==> src/rtl/prog_sequencer.sv <==
// Multi-cycle control sequencer for the 9-bit-instruction processor: steps each
// instruction through FETCH/DECODE/EXEC/[MEM]/WB and drives the datapath strobes.
module prog_sequencer #(
    parameter int          IW          = 9,
    parameter int          OPW         = 3,
    parameter int          MEM_TIMEOUT = 15,
    parameter logic [15:0] CNT_START   = 16'h0000
) (
    input  logic           i_clk,
    input  logic           i_rst_n,
    input  logic           i_start,
    output logic           o_done,
    output logic           o_err,
    input  logic [IW-1:0]  i_instr,
    input  logic           i_prog_end,
    input  logic           i_branch_taken,
    input  logic           i_mem_ready,
    output logic           o_ir_load,
    output logic           o_pc_inc,
    output logic           o_pc_branch,
    output logic [1:0]     o_branch_sel,
    output logic [OPW-1:0] o_alu_op,
    output logic           o_rf_we,
    output logic           o_wb_sel_mem,
    output logic           o_mem_re,
    output logic           o_mem_we,
    output logic [15:0]    o_instr_count
);
    localparam int         TW        = $clog2(MEM_TIMEOUT + 1);
    localparam logic [2:0] OP_LOAD   = 3'b101;
    localparam logic [2:0] OP_STORE  = 3'b110;
    localparam logic [2:0] OP_BRANCH = 3'b111;

    typedef enum logic [2:0] {
        S_IDLE, S_FETCH, S_DECODE, S_EXEC, S_MEM, S_WB, S_DONE, S_ERR
    } state_t;

    state_t        r_state, w_next;
    logic [2:0]    r_op;
    logic [1:0]    r_bsel;
    logic [TW-1:0] r_tmo;
    logic [15:0]   r_cnt;
    logic          w_retire, w_latch, w_clr_cnt, w_tmo_last;

    // r_tmo holds the number of MEM cycles already completed without ready
    assign w_tmo_last = (r_tmo == TW'(MEM_TIMEOUT - 1));

    always_ff @(posedge i_clk or negedge i_rst_n) begin
        if (!i_rst_n) begin
            r_state <= S_IDLE;
            r_op    <= '0;
            r_bsel  <= '0;
            r_tmo   <= '0;
            r_cnt   <= '0;
        end else begin
            r_state <= w_next;
            if (w_latch) begin
                r_op   <= i_instr[IW-1:IW-3];
                r_bsel <= i_instr[4:3];
            end
            if (r_state != S_MEM)
                r_tmo <= '0;
            else if (!i_mem_ready && !w_tmo_last)
                r_tmo <= r_tmo + 1'b1;
            if (w_clr_cnt)
                r_cnt <= CNT_START;
            else if (w_retire && r_cnt != 16'hFFFF)
                r_cnt <= r_cnt + 16'd1;
        end
    end

    always_comb begin
        w_next       = r_state;
        w_retire     = 1'b0;
        w_latch      = 1'b0;
        w_clr_cnt    = 1'b0;
        o_done       = 1'b0;
        o_err        = 1'b0;
        o_ir_load    = 1'b0;
        o_pc_inc     = 1'b0;
        o_pc_branch  = 1'b0;
        o_alu_op     = '0;
        o_rf_we      = 1'b0;
        o_wb_sel_mem = 1'b0;
        o_mem_re     = 1'b0;
        o_mem_we     = 1'b0;
        case (r_state)
            S_IDLE: begin
                if (i_start) begin
                    w_next    = S_FETCH;
                    w_clr_cnt = 1'b1;
                end
            end
            S_FETCH: begin
                if (i_prog_end) begin
                    w_next = S_DONE;
                end else begin
                    o_ir_load = 1'b1;
                    w_latch   = 1'b1;
                    w_next    = S_DECODE;
                end
            end
            S_DECODE: w_next = S_EXEC;
            S_EXEC: begin
                case (r_op)
                    OP_BRANCH: begin
                        o_pc_branch = i_branch_taken;
                        o_pc_inc    = !i_branch_taken;
                        w_retire    = 1'b1;
                        w_next      = S_FETCH;
                    end
                    OP_LOAD, OP_STORE: w_next = S_MEM;
                    default: begin
                        o_alu_op = OPW'(r_op);
                        w_next   = S_WB;
                    end
                endcase
            end
            S_MEM: begin
                o_mem_re = (r_op == OP_LOAD);
                o_mem_we = (r_op == OP_STORE);
                if (i_mem_ready) begin
                    if (r_op == OP_LOAD) begin
                        w_next = S_WB;
                    end else begin
                        o_pc_inc = 1'b1;
                        w_retire = 1'b1;
                        w_next   = S_FETCH;
                    end
                end else if (w_tmo_last) begin
                    w_next = S_ERR;
                end
            end
            S_WB: begin
                o_rf_we      = 1'b1;
                o_wb_sel_mem = (r_op == OP_LOAD);
                o_pc_inc     = 1'b1;
                w_retire     = 1'b1;
                w_next       = S_FETCH;
            end
            S_DONE: begin
                o_done = 1'b1;
                if (!i_start) w_next = S_IDLE;
            end
            S_ERR:   o_err = 1'b1;
            default: w_next = S_IDLE;
        endcase
    end

    assign o_branch_sel  = r_bsel;
    assign o_instr_count = r_cnt;

endmodule
==> config.mk <==
export PLATFORM = sky130hd
export DESIGN_NAME = prog_sequencer
export DESIGN_NICKNAME = d
export VERILOG_FILES = /design/src/rtl/prog_sequencer.sv
export SDC_FILE = /design/constraint.sdc
export NUM_CORES = 1
export LEC_CHECK = 0
export BUFFER_PORTS_ARGS = -buffer_cell sky130_fd_sc_hd__buf_2
export CORE_UTILIZATION = 52
export DETAILED_ROUTE_END_ITERATION = 7
export PLACE_DENSITY = 0.76
export SYNTH_ARGS = -nofsm -noshare
export SYNTH_HDL_FRONTEND = slang
export SYNTH_SLANG_ARGS = --single-unit
export TNS_END_PERCENT = 20
==> constraint.sdc <==
create_clock -name i_clk -period 2.3 [get_ports i_clk]
set_input_delay 0.345 -clock i_clk [delete_from_list [all_inputs] [get_ports i_clk]]
set_output_delay 0.345 -clock i_clk [all_outputs]
set_load 0.02 [all_outputs]
==> results of run 1 <==
==> worst max-delay path by stage <==
stage                     cells past startpoint  slack [ps]          endpoint
after detailed placement                      5         270  o_instr_count[9]
final                                         3         180         o_ir_load
after floorplan                               4         290       o_alu_op[2]
after CTS                                     3         180         o_ir_load
after global routing                          3          50         o_ir_load
after global placement                        5         310  o_instr_count[3]
==> cells by family (layout without fill, tap and decap cells) <==
group                    after synthesis  after routing  synth area share [%]
multiplexers                           6              6                  3.83
adder cells (fa/ha/maj)                3              3                  2.17
XOR/XNOR                               5              5                  2.53
flip-flops                            28             28                  40.4
buffers and inverters                 13             49                  3.83
AO/OA/AOI/OAI                         38             38                  17.7
AND/OR/NAND/NOR                       90             90                  29.5
==> critical path: stages, from the launching register on <==
cell                       delay [ps]
sky130_fd_sc_hd__dfrtp_1          610
sky130_fd_sc_hd__nand2b_1         230
sky130_fd_sc_hd__nor3_2           370
sky130_fd_sc_hd__buf_2            240
==> placed cells by master, fill, tap and decap left out, types with 2 or more instances in the layout <==
| cell type | instances |
|---|---|
| sky130_fd_sc_hd__ha_1 | 3 |
| sky130_fd_sc_hd__a211o_1 | 5 |
| sky130_fd_sc_hd__nand3_1 | 9 |
| sky130_fd_sc_hd__o31ai_1 | 2 |
| sky130_fd_sc_hd__xnor2_1 | 2 |
| sky130_fd_sc_hd__buf_2 | 40 |
| sky130_fd_sc_hd__a41oi_1 | 2 |
| sky130_fd_sc_hd__a21oi_1 | 5 |
| sky130_fd_sc_hd__nor2_1 | 17 |
| sky130_fd_sc_hd__a31oi_1 | 8 |
| sky130_fd_sc_hd__and3_1 | 6 |
| sky130_fd_sc_hd__nand3_2 | 2 |
| sky130_fd_sc_hd__xor2_1 | 3 |
| sky130_fd_sc_hd__nor3_1 | 8 |
| sky130_fd_sc_hd__a21o_1 | 2 |
| sky130_fd_sc_hd__o21ai_0 | 7 |
| sky130_fd_sc_hd__mux2_2 | 5 |
| sky130_fd_sc_hd__clkbuf_4 | 3 |
| sky130_fd_sc_hd__nand2_1 | 16 |
| sky130_fd_sc_hd__dfrtp_1 | 28 |
| sky130_fd_sc_hd__nor4_1 | 3 |
| sky130_fd_sc_hd__or3_1 | 2 |
| sky130_fd_sc_hd__nand3b_1 | 3 |
| sky130_fd_sc_hd__nand4_1 | 2 |
| sky130_fd_sc_hd__nor3_2 | 2 |
| sky130_fd_sc_hd__nand2b_1 | 7 |
| sky130_fd_sc_hd__inv_1 | 5 |
| sky130_fd_sc_hd__nor3b_1 | 2 |
==> registers in the layout, summed over array words and instances (netlist names) <==
register,cells
r_tmo,4
o_branch_sel,2
r_state,3
r_op,3
o_instr_count,16
==> power breakdown <==
part	switching (W)	internal (W)	total, W
Sequential	0.000204	0.000604	0.000808
Combinational	0.000563	0.000378	0.000941
Clock	0.000134	0.0000615	0.000195
Total	0.000901	0.00104	0.00194
==> cell type report <==
cell class | instances | area, um2 | share of cell area, %
Timing Repair Buffer | 41 | 208 | 10.5
Sequential cell | 28 | 701 | 35.6
Inverter | 5 | 18.8 | 0.952
Clock buffer | 3 | 22.5 | 1.14
Tap cell | 44 | 55.1 | 2.79
Multi-Input combinational cell | 142 | 966 | 49.0
==> routing by layer <==
metal | vias up | track usage (%)
met3 | 5 | 2.81
met2 | 31 | 38.4
met1 | 719 | 26.7
met4 | 0 | 6.98
met5 | - | 0
li1 | 745 | -
==> through the flow <==
step,power [W],util [%],worst slack (ps),cells
3_5_place_dp,0.00175,62.8,269,260
5_1_grt,0.00210,63.5,47.6,263
2_1_floorplan,0.00156,-,290,183
3_3_place_gp,0.00172,62.8,314,260
4_1_cts,0.00195,63.5,177,263
6_report,0.00194,63.5,180,263
==> results.cfg, run 1 <==
[clock_network]
cts_root_buf = sky130_fd_sc_hd__clkbuf_4
clock_latency_ps = 320
max-clock-path-buffers = 2
tritoncts_clock_tree = yes
cts-buffers-inserted = 3
h-tree-depth = 1
clock-sinks = 28
cts_hold_buffers = 0
postCtsResizedCells = 0
cts.reportedPaths.clkPinSlew_ps = 130
post_cts_buffers = 0

[synthesis]
synth_largest_type_area_fraction_pct = 40.4
synth_seq_area_share_pct = 40.4
yosys.cell_count.top_type = sky130_fd_sc_hd__dfrtp_1
synth_seq_cells = 28
synthFlopType = sky130_fd_sc_hd__dfrtp_1
avgSynthCellArea_um2 = 9.47
synth_area_um2 = 1730
yosysTopAreaCell = sky130_fd_sc_hd__dfrtp_1
synth_edf_count = 0
synth_nets = 201
synth.top_cells.by_area = sky130_fd_sc_hd__dfrtp_1 40%, sky130_fd_sc_hd__nor2_1 3.7%, sky130_fd_sc_hd__nand2_1 3.5%
synthTopCellsByCount = 28 x sky130_fd_sc_hd__dfrtp_1, 17 x sky130_fd_sc_hd__nor2_1, 16 x sky130_fd_sc_hd__nand2_1
synth.distinct_cells = 50
postSynth.asyncResetShare_pct = 100
yosys_warnings = 0
syn-instance-count = 183

[global_route]
grt_pass1_wl_mm = 5.73
grt-ovfl-total = 0
first_global_vias = 1333
track_usage_pct = 21.5
pin_count_of_the_biggest_net_entering_global_routing = 29
grt_antenna_before_repair = 0

[worst_setup_path]
worstSetupStartpoint = r_state[0]
reg2reg_setup_slack_ps = 230
worstPathArrival_ps = 1780
worstReg2RegEnd = o_instr_count[9]
critical_path_peak_fanout = 14
crit_path_start_kind = flip-flop
reg2reg_from = r_state[0]
timing.critical_path.required_ps = 1960
criticalPathCategory = reg -> out
worst_reg2reg_path_length_in_cells = 5
critical_path.endpoint_type = output port

[outcome]
run_status = completed

[layout]
finish.instance_area_um2 = 1970
layout-drive-gt1-share_pct = 28.8
area.growth.synth_to_final_pct = 13.7
layout.nets = 239
nFillCells = 273
antennaDiodeCount = 0

[floorplan]
die-area_um2 = 3570
floorplan.initialDensity_pct = 55.8
die_height_um = 59.7
number_of_rows_in_the_core_area = 20
fp.dieW_um = 59.7
boundaryPins = 45
placeableCoreArea_um2 = 3100

[routing]
post_drt_via_cell_ratio = 5.70
iteration_count_of_the_initial_detailed_routing_pass = 4
met2_length_mm = 1.73
routedLengthMet1_mm = 1.61
route.detailed.wl_per_inst_um = 13.4
detailroute.via_count = 1500
drt-initial-drc-count = 76
drc = 0
detailroute.wirelength.met3_um = 148
drt-total-wl_mm = 3.52
highest_routing_layer_actually_used = met4
final_antenna_net_count = 0

[sta]
layout_min_cycle_time_ps = 2120
max-slew-margin-rel_pct = 58.6
timing_worst_slew_pin_value_ps = 615
timing.fmax_mhz = 472
min_period_over_period_pct = 92.2
fin_skew_ps = 2.64
setup_total_negative_slack_ps = 0
hold_viol = 0
timing_max_transition_violations_final = 0
unrepaired_setup_endpoints_after_global_routing = no
fin_worst_hold_slack_ps = 16.2
setup-violations-final = 0

[run]
drv_cap = 0

[power_and_ir_drop]
max-vdd-ir-drop_v = 0.000483
leakagePower_nw = 0.931
pwr_density_cell_nw_per_um2 = 987

[min_path]
min-delay-path-class = in -> async

[placement]
dpl-instance-area_um2 = 1950
io_buffer_count = 40
gp_congestion = 0.814
dp_hpwl_mm = 2.63
(Power assumes the default switching activity.)
==> inputs of run 2 (changes only) <==
--- a/config.mk
+++ b/config.mk
@@ -6,6 +6,7 @@
 export NUM_CORES = 1
 export LEC_CHECK = 0
 export BUFFER_PORTS_ARGS = -buffer_cell sky130_fd_sc_hd__buf_2
+export CORE_MARGIN = 5
 export CORE_UTILIZATION = 52
 export DETAILED_ROUTE_END_ITERATION = 7
 export PLACE_DENSITY = 0.76
==> run 2 against run 1 <==
Combinational power grew 4.8%. Sequential power down 2%. First-iteration DRC count up 53%. Cell area grew 1.6%. Clock skew increased by 0.88 ps. Non-clock buffer count grew 2. Die area grew 29%. Routed wire length grew 4.8%. Cell count is 1.9% higher. Sequential cell count did not move. Via count is 2.5% lower.
==> results.cfg, run 2 (synthesized netlist as in run 1, its figures left out) <==
[outcome]
run_status = completed

[clock_network]
clock_latency_ps = 330
cts_root_buf = sky130_fd_sc_hd__clkbuf_4
post_cts_buffers = 0
clock-sinks = 28
h-tree-depth = 1
tritoncts_clock_tree = yes
max-clock-path-buffers = 2
cts_hold_buffers = 0
cts-buffers-inserted = 3
postCtsResizedCells = 0
cts.reportedPaths.clkPinSlew_ps = 150

[power_and_ir_drop]
leakagePower_nw = 0.948
max-vdd-ir-drop_v = 0.000712
clock_power_share_pct = 12.0
seq_power_share_pct = 39.1
p_sw_w = 0.000919
power.share.switching_pct = 45.5
cell_internal_pwr_w = 0.00110
pwr_density_cell_nw_per_um2 = 1010
power.total_w = 0.00202
power.share.combinational_pct = 48.8

[worst_setup_path]
path_delay_family = compound AO/OA/AOI/OAI gates
critical_path_peak_fanout = 19
cp_buf_inv_count = 0
criticalPathCategory = reg -> reg
worstPathArrival_ps = 2290
worstPathCellList = nand4_2 > o21ai_4 > a2bb2oi_4 > nor2_2 > a211o_1
crit_slowest_cell = sky130_fd_sc_hd__dfrtp_1
critical_path.endpoint_type = flip-flop
worst_path_largest_cell_delay_ps = 590
timing.critical_path.required_ps = 2530
crit_path_start_kind = flip-flop

[sta]
max-slew-margin-rel_pct = 58.0
hold_viol = 0
layout_min_cycle_time_ps = 2060
fin_worst_hold_slack_ps = 7.29
fin_skew_ps = 3.53
final.setup.worst_slack_ps = 244
timing_max_transition_violations_final = 0
setup_total_negative_slack_ps = 0
timing_worst_slew_pin_value_ps = 630
unrepaired_setup_endpoints_after_global_routing = no
timing.fmax_mhz = 486
min_period_over_period_pct = 89.4
setup-violations-final = 0

[layout]
nFillCells = 313
layout-drive-gt1-share_pct = 29.7
largest_register_ff_count = 16
antennaDiodeCount = 0
layout.nets = 241
final_cell_count_no_fill = 268
layout_common_cells = 40 x sky130_fd_sc_hd__buf_2, 28 x sky130_fd_sc_hd__dfrtp_1, 17 x sky130_fd_sc_hd__nor2_1, 16 x sky130_fd_sc_hd__nand2_1, 9 x sky130_fd_sc_hd__nand3_1
final-seq-area_um2 = 701
multi_input_comb_area_um2 = 966
area.growth.synth_to_final_pct = 15.5
mostFrequentLayoutCell = sky130_fd_sc_hd__buf_2

[floorplan]
floorplan.initialDensity_pct = 52.8
number_of_rows_in_the_core_area = 21
boundaryPins = 45
die_height_um = 67.7
die-area_um2 = 4590
placeableCoreArea_um2 = 3280
fp.dieW_um = 67.7

[placement]
place_inst = 264
io_buffer_count = 40
dp_worst_setup_slack_ps = 275
gp_congestion = 0.785
dp_hpwl_mm = 2.72

[global_route]
grt_antenna_before_repair = 0
pin_count_of_the_biggest_net_entering_global_routing = 29
first_global_vias = 1342
grt-ovfl-total = 0
grt_pass1_wl_mm = 6.27
track_usage_pct = 18.0

[run]
drv_cap = 0

[routing]
drt-initial-drc-count = 116
detailroute.via_count = 1462
drt-total-wl_mm = 3.69
post_drt_via_cell_ratio = 5.46
final_antenna_net_count = 0
route.detailed.wl_per_inst_um = 13.8
drc = 0
iteration_count_of_the_initial_detailed_routing_pass = 4

[min_path]
min-delay-path-class = in -> async
-- run 2: cell count changes in the layout (fill, tap and decap cells not counted), sizes merged --
| cell | change |
|---|---|
| buf | +2 |
| clkbuf | +1 |
-- run 2: worst register-to-register path, delay by kind of cell (launching register included) --
family           cells  cell delay, ps
AND/OR/NAND/NOR      2             360
AO/OA/AOI/OAI        3            1020
flip-flops           1             590
-- run 2: layout make-up --
| type | count | area share (%) |
|---|---|---|
| Multi-Input combinational cell | 142 | 48.2 |
| Sequential cell | 28 | 35.0 |
| Timing Repair Buffer | 43 | 11.1 |
| Tap cell | 46 | 2.88 |
| Clock buffer | 4 | 1.81 |
| Inverter | 5 | 0.938 |
-- run 2: power by group through the flow --
stage               Clock (W)  Combinational [W]  Sequential, W
floorplan                   0           0.000803       0.000754
global placement            0           0.000986       0.000791
detailed placement          0           0.000994       0.000796
CTS                  0.000251           0.000997       0.000787
global route         0.000274            0.00110       0.000816
finish               0.000243           0.000986       0.000790
-- run 2: path summary, 6_finish.rpt --
path	start	to	slack [ps]	cells after the start
worst max-delay path	r_state[1]	o_instr_count[11]	240	5
worst min register to register	o_instr_count[15]	o_instr_count[15]	530	1
max in group asynchronous	i_rst_n	o_instr_count[14]	1880	1
worst min-delay path	i_rst_n	r_op[2]	7	1
min in group i_clk	i_instr[8]	r_op[2]	240	2
worst max register to register	r_state[1]	o_instr_count[11]	240	5
-- run 2: through the flow --
| step | utilization, % | cell area (um2) |
|---|---|---|
| 6_report | 61.0 | 2000 |
| 5_1_grt | 61.0 | 2000 |
| 4_1_cts | 61.0 | 2000 |
| 3_5_place_dp | 59.8 | 1970 |
| 3_3_place_gp | 59.8 | 1970 |
| 2_1_floorplan | - | 1730 |
-- run 2: routing by layer --
metal / track usage [%] / part of all wire [%] / vias up / wire, um
met4: 6.33 / 1.1 / 0 / 42
met3: 2.50 / 4.9 / 4 / 179
met5: 0 / 0 / - / 0
li1: - / - / 753 / -
met1: 24.7 / 48 / 668 / 1770
met2: 28.7 / 46 / 37 / 1700
